### src/rtl/shift_spill_unit_if.sv
// Start/operand/result bundle for the shift-spill unit.
// master drives the request side; slave is the unit itself.
interface shift_spill_unit_if #(
    parameter int WIDTH = 32
);
    logic             Start;
    logic [WIDTH-1:0] In1;
    logic [WIDTH-1:0] In2;
    logic             Ready;
    logic             Done;
    logic [WIDTH-1:0] Out;
    logic [WIDTH-1:0] Spill;

    modport master (
        output Start,
        output In1,
        output In2,
        input  Ready,
        input  Done,
        input  Out,
        input  Spill
    );

    modport slave (
        input  Start,
        input  In1,
        input  In2,
        output Ready,
        output Done,
        output Out,
        output Spill
    );
endinterface

### src/rtl/shift_spill_unit.sv
// Bit-serial shifter that keeps the shifted-out bits in Spill.
// Define SHIFT_SPILL_ARITH_EN for sign fill on right shifts (In2[30]).
module shift_spill_unit #(
    parameter int WIDTH = 32,
    parameter int AMT_W = 5
) (
    input  logic                Clk,
    input  logic                Rst_n,
    shift_spill_unit_if.slave   bus
);
    typedef enum logic [1:0] {
        IDLE  = 2'd0,
        SHIFT = 2'd1,
        DONE  = 2'd2
    } state_t;

    state_t             state_q, state_d;
    logic [AMT_W-1:0]   cnt_q, cnt_d;
    logic [WIDTH-1:0]   out_q, out_d;
    logic [WIDTH-1:0]   spill_q, spill_d;
    logic               dir_q, dir_d;
    logic               fill;
    logic [AMT_W-1:0]   amt;

`ifdef SHIFT_SPILL_ARITH_EN
    logic               sign_q, sign_d;
    assign fill = sign_q;
`else
    assign fill = 1'b0;
`endif

    assign amt = bus.In2[AMT_W-1:0];

    always_comb begin
        state_d = state_q;
        cnt_d   = cnt_q;
        out_d   = out_q;
        spill_d = spill_q;
        dir_d   = dir_q;
`ifdef SHIFT_SPILL_ARITH_EN
        sign_d  = sign_q;
`endif
        unique case (state_q)
            IDLE: begin
                if (bus.Start) begin
                    out_d   = bus.In1;
                    spill_d = '0;
                    dir_d   = bus.In2[WIDTH-1];
                    cnt_d   = amt;
`ifdef SHIFT_SPILL_ARITH_EN
                    // Fill bit is fixed at Start; Out's MSB changes while shifting.
                    sign_d  = bus.In2[WIDTH-2] & bus.In1[WIDTH-1];
`endif
                    state_d = (amt == '0) ? DONE : SHIFT;
                end
            end
            SHIFT: begin
                if (dir_q) begin
                    spill_d = {spill_q[WIDTH-2:0], out_q[WIDTH-1]};
                    out_d   = {out_q[WIDTH-2:0], 1'b0};
                end else begin
                    spill_d = {out_q[0], spill_q[WIDTH-1:1]};
                    out_d   = {fill, out_q[WIDTH-1:1]};
                end
                cnt_d = cnt_q - AMT_W'(1);
                if (cnt_q == AMT_W'(1)) begin
                    state_d = DONE;
                end
            end
            DONE: begin
                state_d = IDLE;
            end
            default: begin
                state_d = IDLE;
            end
        endcase
    end

    always_ff @(posedge Clk) begin
        if (!Rst_n) begin
            state_q <= IDLE;
            cnt_q   <= '0;
            out_q   <= '0;
            spill_q <= '0;
            dir_q   <= 1'b0;
`ifdef SHIFT_SPILL_ARITH_EN
            sign_q  <= 1'b0;
`endif
        end else begin
            state_q <= state_d;
            cnt_q   <= cnt_d;
            out_q   <= out_d;
            spill_q <= spill_d;
            dir_q   <= dir_d;
`ifdef SHIFT_SPILL_ARITH_EN
            sign_q  <= sign_d;
`endif
        end
    end

    assign bus.Ready = (state_q == IDLE);
    assign bus.Done  = (state_q == DONE);
    assign bus.Out   = out_q;
    assign bus.Spill = spill_q;
endmodule

### src/flat_wrapper.sv
// flat-port wrapper written by rule: the top's interface ports become plain ports
module shift_spill_unit_flat 
#(
    parameter int WIDTH = 32,
    parameter int AMT_W = 5
)
  (Clk, Rst_n, bus_Start, bus_In1, bus_In2, bus_Ready, bus_Done, bus_Out, bus_Spill);
  shift_spill_unit_if #(.WIDTH(WIDTH)) bus_i ();
  input  logic Clk;
  input  logic Rst_n;
  input wire logic [$bits(bus_i.Start)-1:0] bus_Start;
  input wire logic [$bits(bus_i.In1)-1:0] bus_In1;
  input wire logic [$bits(bus_i.In2)-1:0] bus_In2;
  output wire logic [$bits(bus_i.Ready)-1:0] bus_Ready;
  output wire logic [$bits(bus_i.Done)-1:0] bus_Done;
  output wire logic [$bits(bus_i.Out)-1:0] bus_Out;
  output wire logic [$bits(bus_i.Spill)-1:0] bus_Spill;
  assign bus_i.Start = bus_Start;
  assign bus_i.In1 = bus_In1;
  assign bus_i.In2 = bus_In2;
  assign bus_Ready = bus_i.Ready;
  assign bus_Done = bus_i.Done;
  assign bus_Out = bus_i.Out;
  assign bus_Spill = bus_i.Spill;
  shift_spill_unit #(.WIDTH(WIDTH), .AMT_W(AMT_W)) u_core (.Clk(Clk), .Rst_n(Rst_n), .bus(bus_i));
endmodule
### config.mk
export PLATFORM = sky130hd
export DESIGN_NAME = shift_spill_unit_flat
export DESIGN_NICKNAME = d
export VERILOG_FILES = /design/src/rtl/shift_spill_unit_if.sv /design/src/rtl/shift_spill_unit.sv /design/src/flat_wrapper.sv
export SDC_FILE = /design/constraint.sdc
export NUM_CORES = 1
export LEC_CHECK = 0
export BUFFER_PORTS_ARGS = -buffer_cell sky130_fd_sc_hd__buf_2
export CAP_MARGIN = 10
export CORE_MARGIN = 2
export CORE_UTILIZATION = 35
export CTS_BUF_LIST = sky130_fd_sc_hd__clkbuf_8
export DETAILED_ROUTE_END_ITERATION = 8
export PLACE_DENSITY_LB_ADDON = 0.12
export SLEW_MARGIN = 20
export SYNTH_ARGS = -nofsm -noshare
export SYNTH_HDL_FRONTEND = slang
export SYNTH_SLANG_ARGS = --single-unit
### constraint.sdc
create_clock -name Clk -period 1.38 [get_ports Clk]
set_input_delay 0.069 -clock Clk [delete_from_list [all_inputs] [get_ports Clk]]
set_output_delay 0.069 -clock Clk [all_outputs]
set_load 0.03 [all_outputs]
After elaboration in Yosys (flattened, before gate mapping)
Cells that the tools add are included.

Flip-flop bits (word level): 72. Input port bits: 67. Output and inout port bits: 66. Logic and storage cells: 29.

Muxes and demuxes: 12. Reductions and logical operators: 6. Equality and inequality tests: 5. Add/sub/neg operators: 1.

Operators with widths (number): 32-bit 2-to-1 mux (4); 32-bit one-hot mux with 2 select lines (2); 5-bit one-hot mux with 2 select lines (1); 2-bit 2-to-1 mux (3); 2-bit AND reduction (3); 5-bit by 1-bit equality test with 1-bit output, second input constant (1); 5-bit logical NOT (1); 5-bit 2-to-1 mux (1); 5-bit by 1-bit subtractor with 5-bit output, second input constant (1); 2-bit one-hot mux with 2 select lines (1); 2-bit by 1-bit equality test with 1-bit output, second input constant (1); 2-bit equality test, second input constant (1); 2-bit logical NOT (1); 2-bit by 1-bit inequality test with 1-bit output, second input constant (1); 2-bit inequality test, second input constant (1); 2-bit nonzero test (1).

Logic depth before layout (Yosys ltp)
Gate-level depths: netlist of the first run.

Word-level depth: 4. Gate-level depth with buffers: 6. Depth with buffers taken out: 5.

Worst setup path after synthesis of the first run
OpenSTA, ideal clock, no wires.

Path type: reg2reg. Start: reg u_core.state_q[0]. End: reg u_core.cnt_q[3]. Stages on the path, launching flop included: 5. Period minus slack after synthesis: 1341 ps. Data arrival time: 1267 ps. Setup slack: 39 ps. Library setup time: 74 ps. Cell sequence: dfxtp_1 > buf_2 > nor2_1 > a32oi_1 > a31oi_1.

Cells in the longest elaborated chain, start to end: 3. Elaborated cells on any way between the ends: 6. Classes of those cells: eq/ne (2); mux (1); reduce/logical (3).

Ends and longest elaborated chain: start: declaration (RTL line shift_spill_unit.sv:17) `state_t state_q, state_d;`; start signal: assignment (RTL line shift_spill_unit.sv:90) `state_q <= state_d;`; 2-bit logical NOT (*); named net bus_Ready (RTL line flat_wrapper.sv:14) `output wire logic [$bits(bus_i.Ready)-1:0] bus_Ready;`; 2-bit inequality test (no line) or 2-bit nonzero test (tied branches); 2-bit AND reduction (no line); end signal: assignment (RTL line shift_spill_unit.sv:91) `cnt_q <= cnt_d;`; end: declaration (RTL line shift_spill_unit.sv:18) `logic [AMT_W-1:0] cnt_q, cnt_d;`.

Mark *: on every way through the listed nets, which the timed path passes. The rest lies on a longest branch. A chain may end at the register's enable or synchronous reset.

Worst setup path in the final report of the first run
Start: reg u_core.dir_q. End: reg u_core.out_q[17] (netlist: u_core.bus.Out[17]).

Cells in the longest elaborated chain, start to end: 2.

Ends and longest elaborated chain: start: declaration (RTL line shift_spill_unit.sv:21) `logic dir_q, dir_d;`; start signal: assignment (RTL line shift_spill_unit.sv:94) `dir_q <= dir_d;`; 32-bit 2-to-1 mux (RTL line shift_spill_unit.sv:58) `if (dir_q) begin`; 32-bit one-hot mux with 2 select lines (RTL line shift_spill_unit.sv:43) `unique case (state_q)`; end signal: assignment (RTL line shift_spill_unit.sv:92) `out_q <= out_d;`; end: declaration (RTL line shift_spill_unit.sv:19) `logic [WIDTH-1:0] out_q, out_d;`.

Every way passes these cells.

==> impl_metrics.tcl, run 1 <==
set metrics [dict create \
    grt_max_degree 39 \
    min_period_ns 1.39 \
    grt_overflow 0 \
    nNetsFinal 589 \
    htreeDepth 3 \
    antenna-diode-count 0 \
    worst_clock_skew_ns 0.0163 \
    route.detailed.drc 0 \
    hold-worst-slack_ns 0.0267 \
    slew_violations 0 \
    clock.fmax_ghz 0.717 \
    synthesis.area_um2 3860 \
    die_h_um 109 \
    finalWirelength_um 10500 \
    final.fill_count 1019 \
    cts.root.buffer_cell "sky130_fd_sc_hd__clkbuf_8" \
    timing.final.crit_share_pct 101 \
    worst_skew_pair.late_latency_ns 0.36 \
    die_area_um2 11900 \
    final_antenna_net_count 0 \
    synth_seq_cells 72 \
    routabilityCongestion 0.780 \
    critical_path_class "flop to flop" \
    final-seq-area_um2 1450 \
    final-setup-viol-count 1 \
    maxSlewHeadroom_pct 74.5 \
    finalPower_uw 5700 \
    drt_iter0_markers 142 \
    die-width_um 109 \
    gr-usage-all-layers_pct 17.1 \
    violations "negative setup slack" \
    grt_antenna_before_repair 1 \
    clkSinkCount 72 \
    critical_path_data_required_time_ns 1.62 \
    critPathLaunchType "flop" \
    hold_violations 0 \
    hpwl_um 6600 \
    layout-area-overhead-vs-synth_pct 38.1 \
    multi_input_comb_area_um2 2270 \
    fin_ws_ns -0.0140 \
    most-common-layout-cells "105 x sky130_fd_sc_hd__buf_2, 69 x sky130_fd_sc_hd__dfxtp_1, 67 x sky130_fd_sc_hd__nor2_1, 36 x sky130_fd_sc_hd__mux2_2, 30 x sky130_fd_sc_hd__dlygate4sd3_1" \
    syn_nets 451 \
    gate_count_of_the_mapped_netlist 382 \
    leakage_uw 0.00229 \
    tritoncts "done" \
    route.vias.total 3473 \
    min-delay-path-class "input pin to flop" \
    starting_utilization_of_the_core_area_pct 35.7 \
    worstSetupEndpointType "flop" \
    final_common_cell "sky130_fd_sc_hd__buf_2" \
    power_per_cell_area_nw_per_um2 1070 \
    timing_worst_slew_pin_value_ns 0.381 \
    netlist-cell-type-count 42 \
    timing.critical_path.slowest_stage_cell "sky130_fd_sc_hd__dfxtp_4" \
    fp.coreArea_um2 10800 \
    pin_count 133 \
    timing.critical_path.fanout_max 5 \
    routed_wire_length_per_instance_um 15.8 \
    timing.critical_path.arrival_ns 1.64 \
    slowest_delay_ns 0.37 \
    path_cells "buf_6, clkbuf_16, mux2_4, a221oi_2, nor2_1" \
    vdd_drop_max_mv 0.529 \
    grt_first_pass_wirelength_um 16100 \
    drtPass1Iterations 4 \
    number_of_port_buffers 106 \
    max-cap-violations 0 \
    proportion_of_layout_cells_with_a_drive_suffix_above_1_pct 49.5 \
    syn-mean-instance-area_um2 10.1 \
    clkSlewWorstSetupHoldPaths_ns 0.08 \
    synth_seq_area_share_pct 37.4 \
    clock_path_buffers 2 \
    outcome "complete, but fails checks" \
    place_ws_ns -0.0190 \
    grt_setup_unrepaired "yes" \
    cts_made_buffers 9 \
    fp-row-count 38 \
    synth.yosys.warnings 0 \
    via_count_of_the_first_global_routing_pass 3174 \
    post_drt_via_cell_ratio 5.22 \
]
[final timing paths]
kind                                      start                  to  slack (ns)  cells after the start
worst max register to register     u_core.dir_q  u_core.bus.Out[17]       -0.01                      5
worst min-delay path                 bus_In1[2]   u_core.bus.Out[2]        0.03                      3
worst max-delay path               u_core.dir_q  u_core.bus.Out[17]       -0.01                      5
worst min register to register  u_core.cnt_q[0]     u_core.cnt_q[0]        0.54                      2
[per-stage QoR]
step | TNS [ns] | instances | util (%) | instance area [µm²]
after floorplan | 0 | 382 | - | 3860
after global placement | 0 | 611 | 42.8 | 4620
after detailed placement | -0.0190 | 611 | 42.8 | 4620
after CTS | -0.00723 | 657 | 47.3 | 5110
after global routing | -0.228 | 665 | 49.4 | 5330
final | -0.0140 | 665 | 49.4 | 5330
[layer usage]
metal	share of wire [%]	track usage [%]	up-vias
li1	-	-	1695
met1	46	22.1	1671
met2	47	27.2	90
met3	5.8	5.32	15
met4	1.1	5.59	2
met5	0.067	0	-
[area by class of cell]
type	instances	area share (%)
multi-input cells	265	42.6
flip-flops and latches	72	27.2
repair buffers	166	23.2
well taps	140	3.29
clock buffers	9	2.33
clock inverters	7	0.987
inverters	6	0.423
[cell families after synthesis]
| kind of cell | count (synthesis) | synth area share, % |
|---|---|---|
| compound gates | 114 | 25.5 |
| simple gates | 84 | 9.38 |
| mux | 64 | 20.1 |
| buf+inv | 45 | 6.78 |
| flops | 72 | 37.4 |
| xor+xnor | 1 | 0.227 |
| fa+ha+maj | 2 | 0.649 |
[cells in the mapped netlist, drive strengths merged]
master | n | area, µm²
nor2b | 4 | 27.5
o21a | 1 | 7.51
o21ai | 35 | 175
and4 | 1 | 8.76
a211oi | 1 | 7.51
dfxtp | 72 | 1440
a31oi | 1 | 6.26
a32oi | 2 | 17.5
a221oi | 31 | 440
mux2i | 2 | 20.0
nand3b | 1 | 7.51
o41ai | 1 | 8.76
inv | 6 | 22.5
nand2b | 2 | 12.5
ha | 2 | 25.0
nor3b | 2 | 20.0
buf | 31 | 208
mux2 | 62 | 754
nor2 | 68 | 255
a21oi | 2 | 10.0
nand3 | 1 | 5.00
a21o | 1 | 7.51
xnor2 | 1 | 8.76
o31a | 1 | 8.76
or4 | 1 | 7.51
nor4 | 1 | 6.26
o21ba | 1 | 10.0
a22oi | 33 | 248
nand2 | 3 | 11.3
o21bai | 1 | 7.51
o221a | 2 | 22.5
o22ai | 1 | 6.26
clkbuf | 8 | 31.3
[report_power, final]
part / switching (µW) / internal (µW) / total, µW
Sequential: 167 / 2220 / 2390
Clock: 888 / 669 / 1560
Combinational: 949 / 804 / 1750
[worst max-delay path: cells and delay by family, from the launching register on]
family          cells  cell delay (ns)
compound gates      1             0.26
simple gates        1             0.06
flops               1             0.37
buf+inv             2             0.29
mux                 1             0.30
[registers in the layout, summed over array words and instances (netlist names)]
| signal | cells |
|---|---|
| u_core.bus.Out | 32 |
| u_core.cnt_q | 5 |
| u_core.bus.Spill | 32 |
| u_core.dir_q | 1 |
| u_core.state_q | 2 |
[what timing repair did]
item,CTS,global route
hold buffers,30,0
setup buffers,0,5
endpoints found under the setup margin,6,56
pin swaps,0,41
cloned,0,3
hold endpoints to repair,30,0
resized for setup,3,26
(Power assumes the default switching activity.)
==> inputs of run 2 (changes only) <==
--- a/config.mk
+++ b/config.mk
@@ -12,6 +12,8 @@
 export CTS_BUF_LIST = sky130_fd_sc_hd__clkbuf_8
 export DETAILED_ROUTE_END_ITERATION = 8
 export PLACE_DENSITY_LB_ADDON = 0.12
+export RECOVER_POWER = 50
+export REMOVE_ABC_BUFFERS = 1
 export SLEW_MARGIN = 20
 export SYNTH_ARGS = -nofsm -noshare
 export SYNTH_HDL_FRONTEND = slang
==> impl_metrics.tcl, run 2 (synthesized netlist as in run 1, its figures left out) <==
set metrics [dict create \
    outcome "complete, no violations" \
    critPathLaunchType "flop" \
    starting_utilization_of_the_core_area_pct 35.7 \
    nNetsFinal 593 \
    maxSlewHeadroom_pct 72.7 \
    final-setup-viol-count 0 \
    worst_clock_skew_ns 0.0120 \
    grt_setup_unrepaired "yes" \
    slew_violations 0 \
    grt_antenna_before_repair 0 \
    worstSetupEndpointType "flop" \
    routed_wire_length_per_instance_um 16.0 \
    path_cells "buf_12, buf_6, mux2_2, a221oi_2, nor2_1" \
    clock_path_buffers 2 \
    timing.critical_path.arrival_ns 1.58 \
    grt_overflow 0 \
    place.detailed.instances 613 \
    timing.final.crit_share_pct 97.5 \
    fin_ws_ns 0.0344 \
    finish.cell_count_without_fillers 669 \
    hold-worst-slack_ns 0.0782 \
    min_period_ns 1.35 \
    number_of_port_buffers 106 \
    final_common_cell "sky130_fd_sc_hd__dfxtp_1" \
    route.vias.total 3502 \
    pin_count 133 \
    hpwl_um 6830 \
    finalWirelength_um 10700 \
    clock.fmax_ghz 0.743 \
    grt_first_pass_wirelength_um 16500 \
    clkSinkCount 72 \
    min-delay-path-class "input pin to flop" \
    leakage_uw 0.00214 \
    layout-area-overhead-vs-synth_pct 38.3 \
    worst_skew_pair.late_latency_ns 0.34 \
    route.detailed.drc 0 \
    gr-usage-all-layers_pct 17.3 \
    critical_path_class "flop to flop" \
    timing.critical_path.fanout_max 6 \
    tritoncts "done" \
    most-common-layout-cells "69 x sky130_fd_sc_hd__dfxtp_1, 68 x sky130_fd_sc_hd__nor2_1, 57 x sky130_fd_sc_hd__buf_2, 49 x sky130_fd_sc_hd__clkbuf_1, 43 x sky130_fd_sc_hd__mux2_2" \
    cts.root.buffer_cell "sky130_fd_sc_hd__clkbuf_8" \
    die_h_um 109 \
    cts_made_buffers 9 \
    drt_iter0_markers 150 \
    proportion_of_layout_cells_with_a_drive_suffix_above_1_pct 39.3 \
    timing.critical_path.slowest_stage_cell "sky130_fd_sc_hd__dfxtp_4" \
    htreeDepth 3 \
    fp.coreArea_um2 10800 \
    routabilityCongestion 0.761 \
    hold_violations 0 \
    antenna-diode-count 0 \
    post_drt_via_cell_ratio 5.23 \
    critical_path_data_required_time_ns 1.61 \
    timing.critical_path.buf_inv 2 \
    max-cap-violations 0 \
    timing_worst_slew_pin_value_ns 0.411 \
    slowest_delay_ns 0.36 \
    final.fill_count 1036 \
    die-width_um 109 \
    vdd_drop_max_mv 0.515 \
    fp-row-count 38 \
    die_area_um2 11900 \
    power_per_cell_area_nw_per_um2 1150 \
    final_antenna_net_count 0 \
    grt_max_degree 34 \
    critical_path.top_delay_family "flip-flops" \
    place_ws_ns -0.0361 \
    via_count_of_the_first_global_routing_pass 3391 \
    clkSlewWorstSetupHoldPaths_ns 0.08 \
    drtPass1Iterations 4 \
]
[run 2: path summary, 6_finish.rpt]
| check | cells past startpoint | slack (ns) | to | startpoint |
|---|---|---|---|---|
| max | 5 | 0.03 | u_core.bus.Out[10] | u_core.dir_q |
| min | 3 | 0.08 | u_core.cnt_q[4] | bus_In2[4] |
| max reg2reg | 5 | 0.03 | u_core.bus.Out[10] | u_core.dir_q |
| min reg2reg | 2 | 0.55 | u_core.cnt_q[0] | u_core.cnt_q[0] |
[run 2: worst min-delay path, stage by stage]
cell and delay [ns]:
sky130_fd_sc_hd__buf_2 0.11, sky130_fd_sc_hd__a22oi_1 0.07, sky130_fd_sc_hd__o22ai_1 0.14
[run 2: repair_timing]
| item | 4_1_cts | 5_1_grt |
|---|---|---|
| cloned | 0 | 4 |
| hold buffers | 31 | 0 |
| setup buffers | 3 | 2 |
| endpoints found under the hold margin | 31 | 0 |
| setup endpoints to repair | 38 | 62 |
| pin swaps | 0 | 31 |
| gates resized for setup | 4 | 14 |
[run 2: where the power goes]
| part | switching, µW | internal, µW |
|---|---|---|
| clock network | 826 | 1170 |
| registers | 164 | 2220 |
| logic | 957 | 795 |
[run 2: cell type report]
class	instances	area (µm²)	area share (%)
multi-input combinational	265	2220	41.5
sequential	72	1450	27.2
timing repair buffer	170	1230	23.1
tap	140	175	3.28
clock buffer	12	165	3.10
clock inverter	4	73.8	1.38
inverter	6	22.5	0.422
[run 2: layer usage]
layer  GRT usage [%]  part of all wire (%)
met1            22.3                    46
met2            28.5                    46
met3            4.00                   5.9
met4            5.49                   1.2
met5               0                     0
[run 2: stage by stage]
stage | TNS, ns | instance area, µm² | power [µW] | util [%]
floorplan | -166.61 | 3620 | 3450 | -
global placement | -0.0685 | 4620 | 4000 | 42.8
finish | 0 | 5330 | 6130 | 49.4
CTS | -0.0932 | 5220 | 6130 | 48.3
global route | -0.182 | 5330 | 6440 | 49.4
detailed placement | -0.265 | 4620 | 4020 | 42.8
